<file path="config.mk">
export PLATFORM = sky130hd
export DESIGN_NAME = sync_fifo_ctrl
export DESIGN_NICKNAME = d
export VERILOG_FILES = /design/src/rtl/sync_fifo_pkg.sv /design/src/rtl/sync_fifo_ctrl_fifo_ptr.sv /design/src/rtl/sync_fifo_ctrl.sv
export SDC_FILE = /design/constraint.sdc
export NUM_CORES = 1
export LEC_CHECK = 0
export BUFFER_PORTS_ARGS = -buffer_cell sky130_fd_sc_hd__buf_2
export CORE_ASPECT_RATIO = 0.5
export CORE_MARGIN = 4
export CORE_UTILIZATION = 45
export CTS_CLUSTER_SIZE = 20
export DETAILED_ROUTE_END_ITERATION = 6
export PLACE_DENSITY_LB_ADDON = 0.2
export SYNTH_ARGS = -nofsm -noshare
export SYNTH_HDL_FRONTEND = slang
export SYNTH_HIERARCHICAL = 1
export SYNTH_SLANG_ARGS = --single-unit
</file>
<file path="constraint.sdc">
create_clock -name clk -period 3.1 [get_ports clk]
set_input_delay 0.31 -clock clk [delete_from_list [all_inputs] [get_ports clk]]
set_output_delay 0.31 -clock clk [all_outputs]
set_load 0.05 [all_outputs]
</file>
<file path="src/rtl/sync_fifo_pkg.sv">
// sync_fifo_pkg: shared sizing helpers and default thresholds for the FIFO controller.
package sync_fifo_pkg;
  localparam int DEF_ADDR_WIDTH = 9;
  localparam int DEF_AF_MARGIN = 4;
  localparam int DEF_AE_THRESH = 4;
  typedef logic [DEF_ADDR_WIDTH:0] def_ptr_t;
  function automatic int fifo_depth(input int aw);
    return 1 << aw;
  endfunction
endpackage

</file>
<file path="src/rtl/sync_fifo_ctrl_fifo_ptr.sv">
// fifo_ptr: ADDR_WIDTH+1 bit pointer with wrap bit, advancing by one when en is high.
module fifo_ptr #(
  parameter int ADDR_WIDTH = 9
) (
  input  logic                  clk,
  input  logic                  rst_n,
  input  logic                  en,
  output logic [ADDR_WIDTH:0]   ptr
);
  logic [ADDR_WIDTH:0] ptr_q, ptr_d;
  always_comb ptr_d = en ? ptr_q + 1'b1 : ptr_q;
  always_ff @(posedge clk or negedge rst_n)
    if (!rst_n) ptr_q <= '0;
    else ptr_q <= ptr_d;
  assign ptr = ptr_q;
endmodule

</file>
<file path="src/rtl/sync_fifo_ctrl.sv">
// sync_fifo_ctrl: pointer/flag controller driving a dual-port RAM with one-cycle registered read.
// Define SYNC_FIFO_CTRL_ERR_EN to build the sticky overflow/underflow registers.
module sync_fifo_ctrl
  import sync_fifo_pkg::*;
#(
  parameter int ADDR_WIDTH = DEF_ADDR_WIDTH,
  parameter int AF_THRESH = fifo_depth(ADDR_WIDTH) - DEF_AF_MARGIN,
  parameter int AE_THRESH = DEF_AE_THRESH
) (
  input  logic                  clk,
  input  logic                  rst_n,
  input  logic                  wr_en,
  input  logic                  rd_en,
  input  logic                  err_clr,
  output logic                  ram_we,
  output logic [ADDR_WIDTH-1:0] ram_waddr,
  output logic                  ram_re,
  output logic [ADDR_WIDTH-1:0] ram_raddr,
  output logic                  rd_valid,
  output logic                  full,
  output logic                  empty,
  output logic                  almost_full,
  output logic                  almost_empty,
  output logic [ADDR_WIDTH:0]   count,
  output logic                  overflow,
  output logic                  underflow
);
  localparam logic [ADDR_WIDTH:0] AF_C = (ADDR_WIDTH+1)'(AF_THRESH);
  localparam logic [ADDR_WIDTH:0] AE_C = (ADDR_WIDTH+1)'(AE_THRESH);
  logic [ADDR_WIDTH:0] wr_ptr, rd_ptr;
  logic push_ok, pop_ok, rd_valid_q, rd_valid_d;
  // Requests are gated by rst_n so nothing reaches the RAM while reset is held.
  always_comb begin
    full = (wr_ptr[ADDR_WIDTH] != rd_ptr[ADDR_WIDTH]) &&
           (wr_ptr[ADDR_WIDTH-1:0] == rd_ptr[ADDR_WIDTH-1:0]);
    empty = wr_ptr == rd_ptr;
    count = wr_ptr - rd_ptr;
    almost_full = count >= AF_C;
    almost_empty = count <= AE_C;
    push_ok = rst_n & wr_en & ~full;
    pop_ok = rst_n & rd_en & ~empty;
    rd_valid_d = pop_ok;
  end
  fifo_ptr #(.ADDR_WIDTH(ADDR_WIDTH)) u_wr_ptr (
    .clk(clk), .rst_n(rst_n), .en(push_ok), .ptr(wr_ptr)
  );
  fifo_ptr #(.ADDR_WIDTH(ADDR_WIDTH)) u_rd_ptr (
    .clk(clk), .rst_n(rst_n), .en(pop_ok), .ptr(rd_ptr)
  );
  assign ram_we = push_ok;
  assign ram_waddr = wr_ptr[ADDR_WIDTH-1:0];
  assign ram_re = pop_ok;
  assign ram_raddr = rd_ptr[ADDR_WIDTH-1:0];
  always_ff @(posedge clk or negedge rst_n)
    if (!rst_n) rd_valid_q <= 1'b0;
    else rd_valid_q <= rd_valid_d;
  assign rd_valid = rd_valid_q;
`ifdef SYNC_FIFO_CTRL_ERR_EN
  logic ovf_q, ovf_d, udf_q, udf_d;
  // A new error event beats a simultaneous clear.
  always_comb begin
    ovf_d = (wr_en & full) | (ovf_q & ~err_clr);
    udf_d = (rd_en & empty) | (udf_q & ~err_clr);
  end
  always_ff @(posedge clk or negedge rst_n)
    if (!rst_n) begin
      ovf_q <= 1'b0;
      udf_q <= 1'b0;
    end else begin
      ovf_q <= ovf_d;
      udf_q <= udf_d;
    end
  assign overflow = ovf_q;
  assign underflow = udf_q;
`else
  logic unused_err_clr;
  assign unused_err_clr = err_clr;
  assign overflow = 1'b0;
  assign underflow = 1'b0;
`endif
endmodule

</file>
# After elaboration in Yosys (flattened, before gate mapping)
# Index checks and enable logic that the tools add are counted.
[word_totals]
register_bits = 21
input_bits = 5
out_inout_bits = 37
wordCells = 18
[op_classes]
n_addsub = 3
magnitude_cmp = 2
eq_ne = 3
bitwise_logic = 6
n_reduce_logical = 1
[ops]
columns = ["operator", "count"]
rows = [
  ["10-bit by 1-bit adder with 10-bit output (second input constant)", 2],
  ["10-bit == test", 1],
  ["10-bit by 9-bit greater-or-equal comparator with 1-bit output (second input constant)", 1],
  ["10-bit by 3-bit <= comparator with 1-bit output (second input constant)", 1],
  ["10-bit subtractor", 1],
  ["9-bit == test", 1],
  ["1-bit AND", 4],
  ["1-bit NOT", 2],
  ["1-bit logical AND", 1],
  ["1-bit != test", 1],
]

# Logic depth before layout (Yosys ltp)
[logic_depth]
ltp_word = 4
depth_mapped = 10

# Modules after synthesis
# Netlist, hierarchy kept.
[by_module_without_submodules]
columns = ["mod", "instances", "cells_per_inst", "area_each_um2", "seq_area_each_um2"]
rows = [
  ["fifo_ptr", 2, 35, 434.2, 250.2],
  ["sync_fifo_ctrl", 1, 88, 623.1, 25.0],
]

# Worst setup path after synthesis
# OpenSTA, ideal clock, no wires.
[synth_timing]
kind = "register -> output"
start = "register u_rd_ptr.ptr_q[1], in the netlist u_rd_ptr/ptr[1]"
end = "output port almost_full"
arrival_time_ns = 3.776
slack_ns = -0.986
stages_incl_launch_ff = 9
path_cell_list = "dfrtp_1 -> inv_1 -> ha_1 -> nor2b_1 -> o31a_4 -> o31ai_1 -> nand2_1 -> o311ai_1 -> a41o_1"
[synth_between]
elab_chain_cells = 2
[synth_lines]
columns = ["element", "line", "rtl"]
rows = [
  ["start, declared", "sync_fifo_ctrl_fifo_ptr.sv:10", "logic [ADDR_WIDTH:0] ptr_q, ptr_d;"],
  ["start signal, assigned", "sync_fifo_ctrl_fifo_ptr.sv:14", "else ptr_q <= ptr_d;"],
  ["10-bit subtractor", "sync_fifo_ctrl.sv:37", "count = wr_ptr - rd_ptr;"],
  ["net count[9]", "sync_fifo_ctrl.sv:24", "output logic [ADDR_WIDTH:0] count,"],
  ["10-bit by 9-bit greater-or-equal comparator with 1-bit output", "sync_fifo_ctrl.sv:38", "almost_full = count >= AF_C;"],
  ["end, declared", "sync_fifo_ctrl.sv:22", "output logic almost_full,"],
]
# The timed path passes the listed nets, and every way through them passes these cells.

# Worst setup path after layout
[layout_timing]
start = "register u_wr_ptr.ptr_q[0], in the netlist u_wr_ptr/ptr[0]"
end = "output port almost_empty"
[layout_between]
elab_chain_cells = 2
[layout_lines]
columns = ["element", "line", "rtl"]
rows = [
  ["start, declared", "sync_fifo_ctrl_fifo_ptr.sv:10", ""],
  ["start signal, assigned", "sync_fifo_ctrl_fifo_ptr.sv:14", ""],
  ["10-bit subtractor", "sync_fifo_ctrl.sv:37", ""],
  ["10-bit by 3-bit <= comparator with 1-bit output", "sync_fifo_ctrl.sv:39", "almost_empty = count <= AE_C;"],
  ["end, declared", "sync_fifo_ctrl.sv:23", "output logic almost_empty,"],
]
# No other way between the ends.

==> summary.md <==
| Metric | Value |
|---|---|
| Status | `complete, but fails checks` |
| Violated checks | `negative setup slack` |
| TritonCTS Buffers | `3` |
| Remaining DRCs | `0` |
| Worst-case setup slack after placement | `-0.0379 ns` |
| Min cycle time layout | `3.21 ns` |
| Startpoint Class | `flop` |
| Crit path from | `u_wr_ptr/ptr[0]` |
| CTS tree | `built` |
| Synth Cell Area | `1490 um^2` |
| Total GRT Usage | `0.175` |
| Drt wl/cell | `14.2 um` |
| Min Hold Slack | `0.00480 ns` |
| Yosys warns | `6` |
| Crit-path leading delay family | `simple AND/OR/NAND/NOR gates` |
| Vias | `1292` |
| Crit. End Element | `output port` |
| Final GP Congestion | `0.852` |
| Slew Limit Headroom | `0.659` |
| First-pass detailed-route iteration total | `4` |
| Seq/Total Area, Yosys | `0.352` |
| Clock tree sinks | `21` |
| Critical-path maximum fanout | `3` |
| Slowest Stage Delay on Critical Path | `0.43 ns` |
| Final wirelength | `3.56 mm` |
| Register Area | `533 um^2` |
| Top-area cell type share of the netlist area | `0.352` |
| Unique cell type count in the Yosys netlist | `36` |
| # diodes | `0` |
| Final setup fails | `1` |
| Die area | `4360 um^2` |
| Commonest non-fill, non-tap cells in the layout | `36 x buf_2, 16 x nand2_1, 15 x dfrtp_1, 14 x xor2_1, 13 x inv_1` |
| Io pins | `42` |
| Critical path class | `reg2out` |
| Post-CTS Setup Repair Bufs | `0` |
| Dominant cell type by area after synthesis | `dfrtp_1` |
| Clock skew | `0.00341 ns` |
| First-pass GRT wire length | `6.03 mm` |
| Hold_buf cts | `0` |
| Maxcap violations | `0` |
| Commonest non-fill, non-tap cell in the layout | `buf_2` |
| Iteration-0 DRC Markers | `25` |
| Critical path required time | `2.79 ns` |
| Largest net degree at the start of global routing | `24` |
| Site Rows | `14` |
| CTS HTree Levels | `1` |
| Count of final hold-check violations | `0` |
| Post-route ant nets | `0` |
| Vias in the first global route | `1258` |
| Total Nets Final | `228` |
| Hold Crit Class | `in2async` |
| Die X | `89.4 um` |
| Post-DP HPWL | `2.91 mm` |
| Core ar. | `3080 um^2` |
| Crit path top cell by count | `inv_2` |
| Footprint of the multi-input gates | `1030 um^2` |
| Slowest-stage cell, CP | `or4_4` |
| Worst path cell trace | `inv_2 > ha_4 > inv_2 > fa_2 > a21oi_4 > o2111ai_4 > xor2_4 > or3b_1 > or4_4 > nor3_4 > buf_6` |
| Final period util | `1.03` |
| Crit path DAT | `2.90 ns` |
| Max-slew violations | `0` |
| Port Buffers | `38` |
| Fmax | `312 MHz` |
| Filler cells | `264` |
| Maximum root-to-sink buffer count | `2` |
| RSZ-0062 raised after global routing | `yes` |
| Die height | `48.7 um` |
| Top cells by area, synth | `dfrtp_1 35%, xor2_1 10%, ha_1 9.2%` |
| Starting Density | `0.484` |
| FF+latch count, synth | `21` |
| Final WS setup | `-0.106 ns` |
| Synth Instances | `158` |
| DR vias/cell | `5.17` |
| Worst Path Buf+Inv | `3` |
| Layout area overhead | `34.2%` |
| Clock latency on the worst-skew pair | `0.26 ns` |
| Worst R2R Start | `u_rd_ptr/ptr[5]` |
| Gr ovfl total | `0` |
| Avg Cell Area, Syn | `9.44 um^2` |
| Worst-margin pin slew | `0.510 ns` |
| Root Buffer | `clkbuf_8` |
| Initial antenna violation count | `0` |
| Worst-path clk slew | `0.07 ns` |
| Share of cells above drive strength 1 | `0.433` |
kinds of logic (layout without fill, tap and decap cells):
group / after synthesis / after routing / synth area share
AND/OR/NAND/NOR: 57 / 57 / 0.211
XOR/XNOR: 24 / 24 / 0.141
AO/OA/AOI/OAI: 23 / 23 / 0.116
multiplexers: 2 / 2 / 0.0151
flip-flops: 21 / 21 / 0.352
buffers and inverters: 18 / 69 / 0.0570
adder cells (fa/ha/maj): 12 / 12 / 0.106
other: 1 / 2 / 0.00251
stage by stage:
step,setup TNS (ns),util,cells,area [um^2]
after floorplan,-0.380,-,159,1620
after global routing,-0.343,0.649,250,2000
after global placement,0,0.624,246,1920
final,-0.106,0.649,250,2000
after detailed placement,-0.0379,0.624,246,1920
after CTS,-0.171,0.647,250,2000
cell type report:
| class | count | share of cell area |
|---|---|---|
| clock inverter | 1 | 0.00250 |
| multi-input combinational | 120 | 0.513 |
| clock buffer | 3 | 0.0206 |
| sequential | 21 | 0.266 |
| inverter | 15 | 0.0281 |
| tap | 40 | 0.0250 |
| timing repair buffer | 50 | 0.144 |
layer usage:
layer | routed length, um | GRT usage
met1 | 1730 | 0.259
met2 | 1600 | 0.273
met3 | 221 | 0.0373
met4 | 6 | 0.0149
met5 | 0 | 0
worst register-to-register path, cell delays in order (launching register included):
cell and delay, ns:
dfrtp_1 0.41, inv_1 0.09, ha_1 0.33, buf_4 0.17, nand3_1 0.10, or3_1 0.25, nor2b_4 0.06, nor2_2 0.28
nand4_2 0.23, nor3_2 0.25, xor2_1 0.17
cells in the mapped netlist, drive strengths merged:
cell,number
o21ai,3
o311ai,1
o31ai,1
ha,11
conb,1
buf,2
or4,2
o21a,3
o31a,1
nand3,4
nor2b,2
or3,1
nand2,16
mux2,2
fa,1
xnor2,7
and4,1
nor2,14
nor3,7
dfrtp,21
clkbuf,1
o2111ai,3
or3b,1
nand4,9
a21oi,5
o21bai,1
a41o,1
a31oi,2
inv,15
a21o,2
xor2,17
state kept, by name, summed over array words and instances, names as in the netlist:
name	cells
rd_valid	1
u_rd_ptr/ptr	10
u_wr_ptr/ptr	10
path summary, 6_finish.rpt:
path	to	cells past startpoint	slack (ns)
max	almost_empty	11	-0.11
min	u_rd_ptr/ptr[0]	1	0.005
max reg2reg	u_wr_ptr/ptr[8]	10	0.66
min reg2reg	u_wr_ptr/ptr[9]	1	0.49
max in group asynchronous	u_wr_ptr/ptr[0]	1	2.74
min in group clk	rd_valid	3	0.35
timing repair:
action                                  in CTS  in global routing
cloned                                       0                  0
gates resized for setup                      4                  2
endpoints found under the setup margin       1                  3
endpoints found under the hold margin        0                  0
pin swaps                                    6                  3
Power is not shown: default switching activity piles up to over one toggle a cycle in this logic, so the estimate is an artifact.
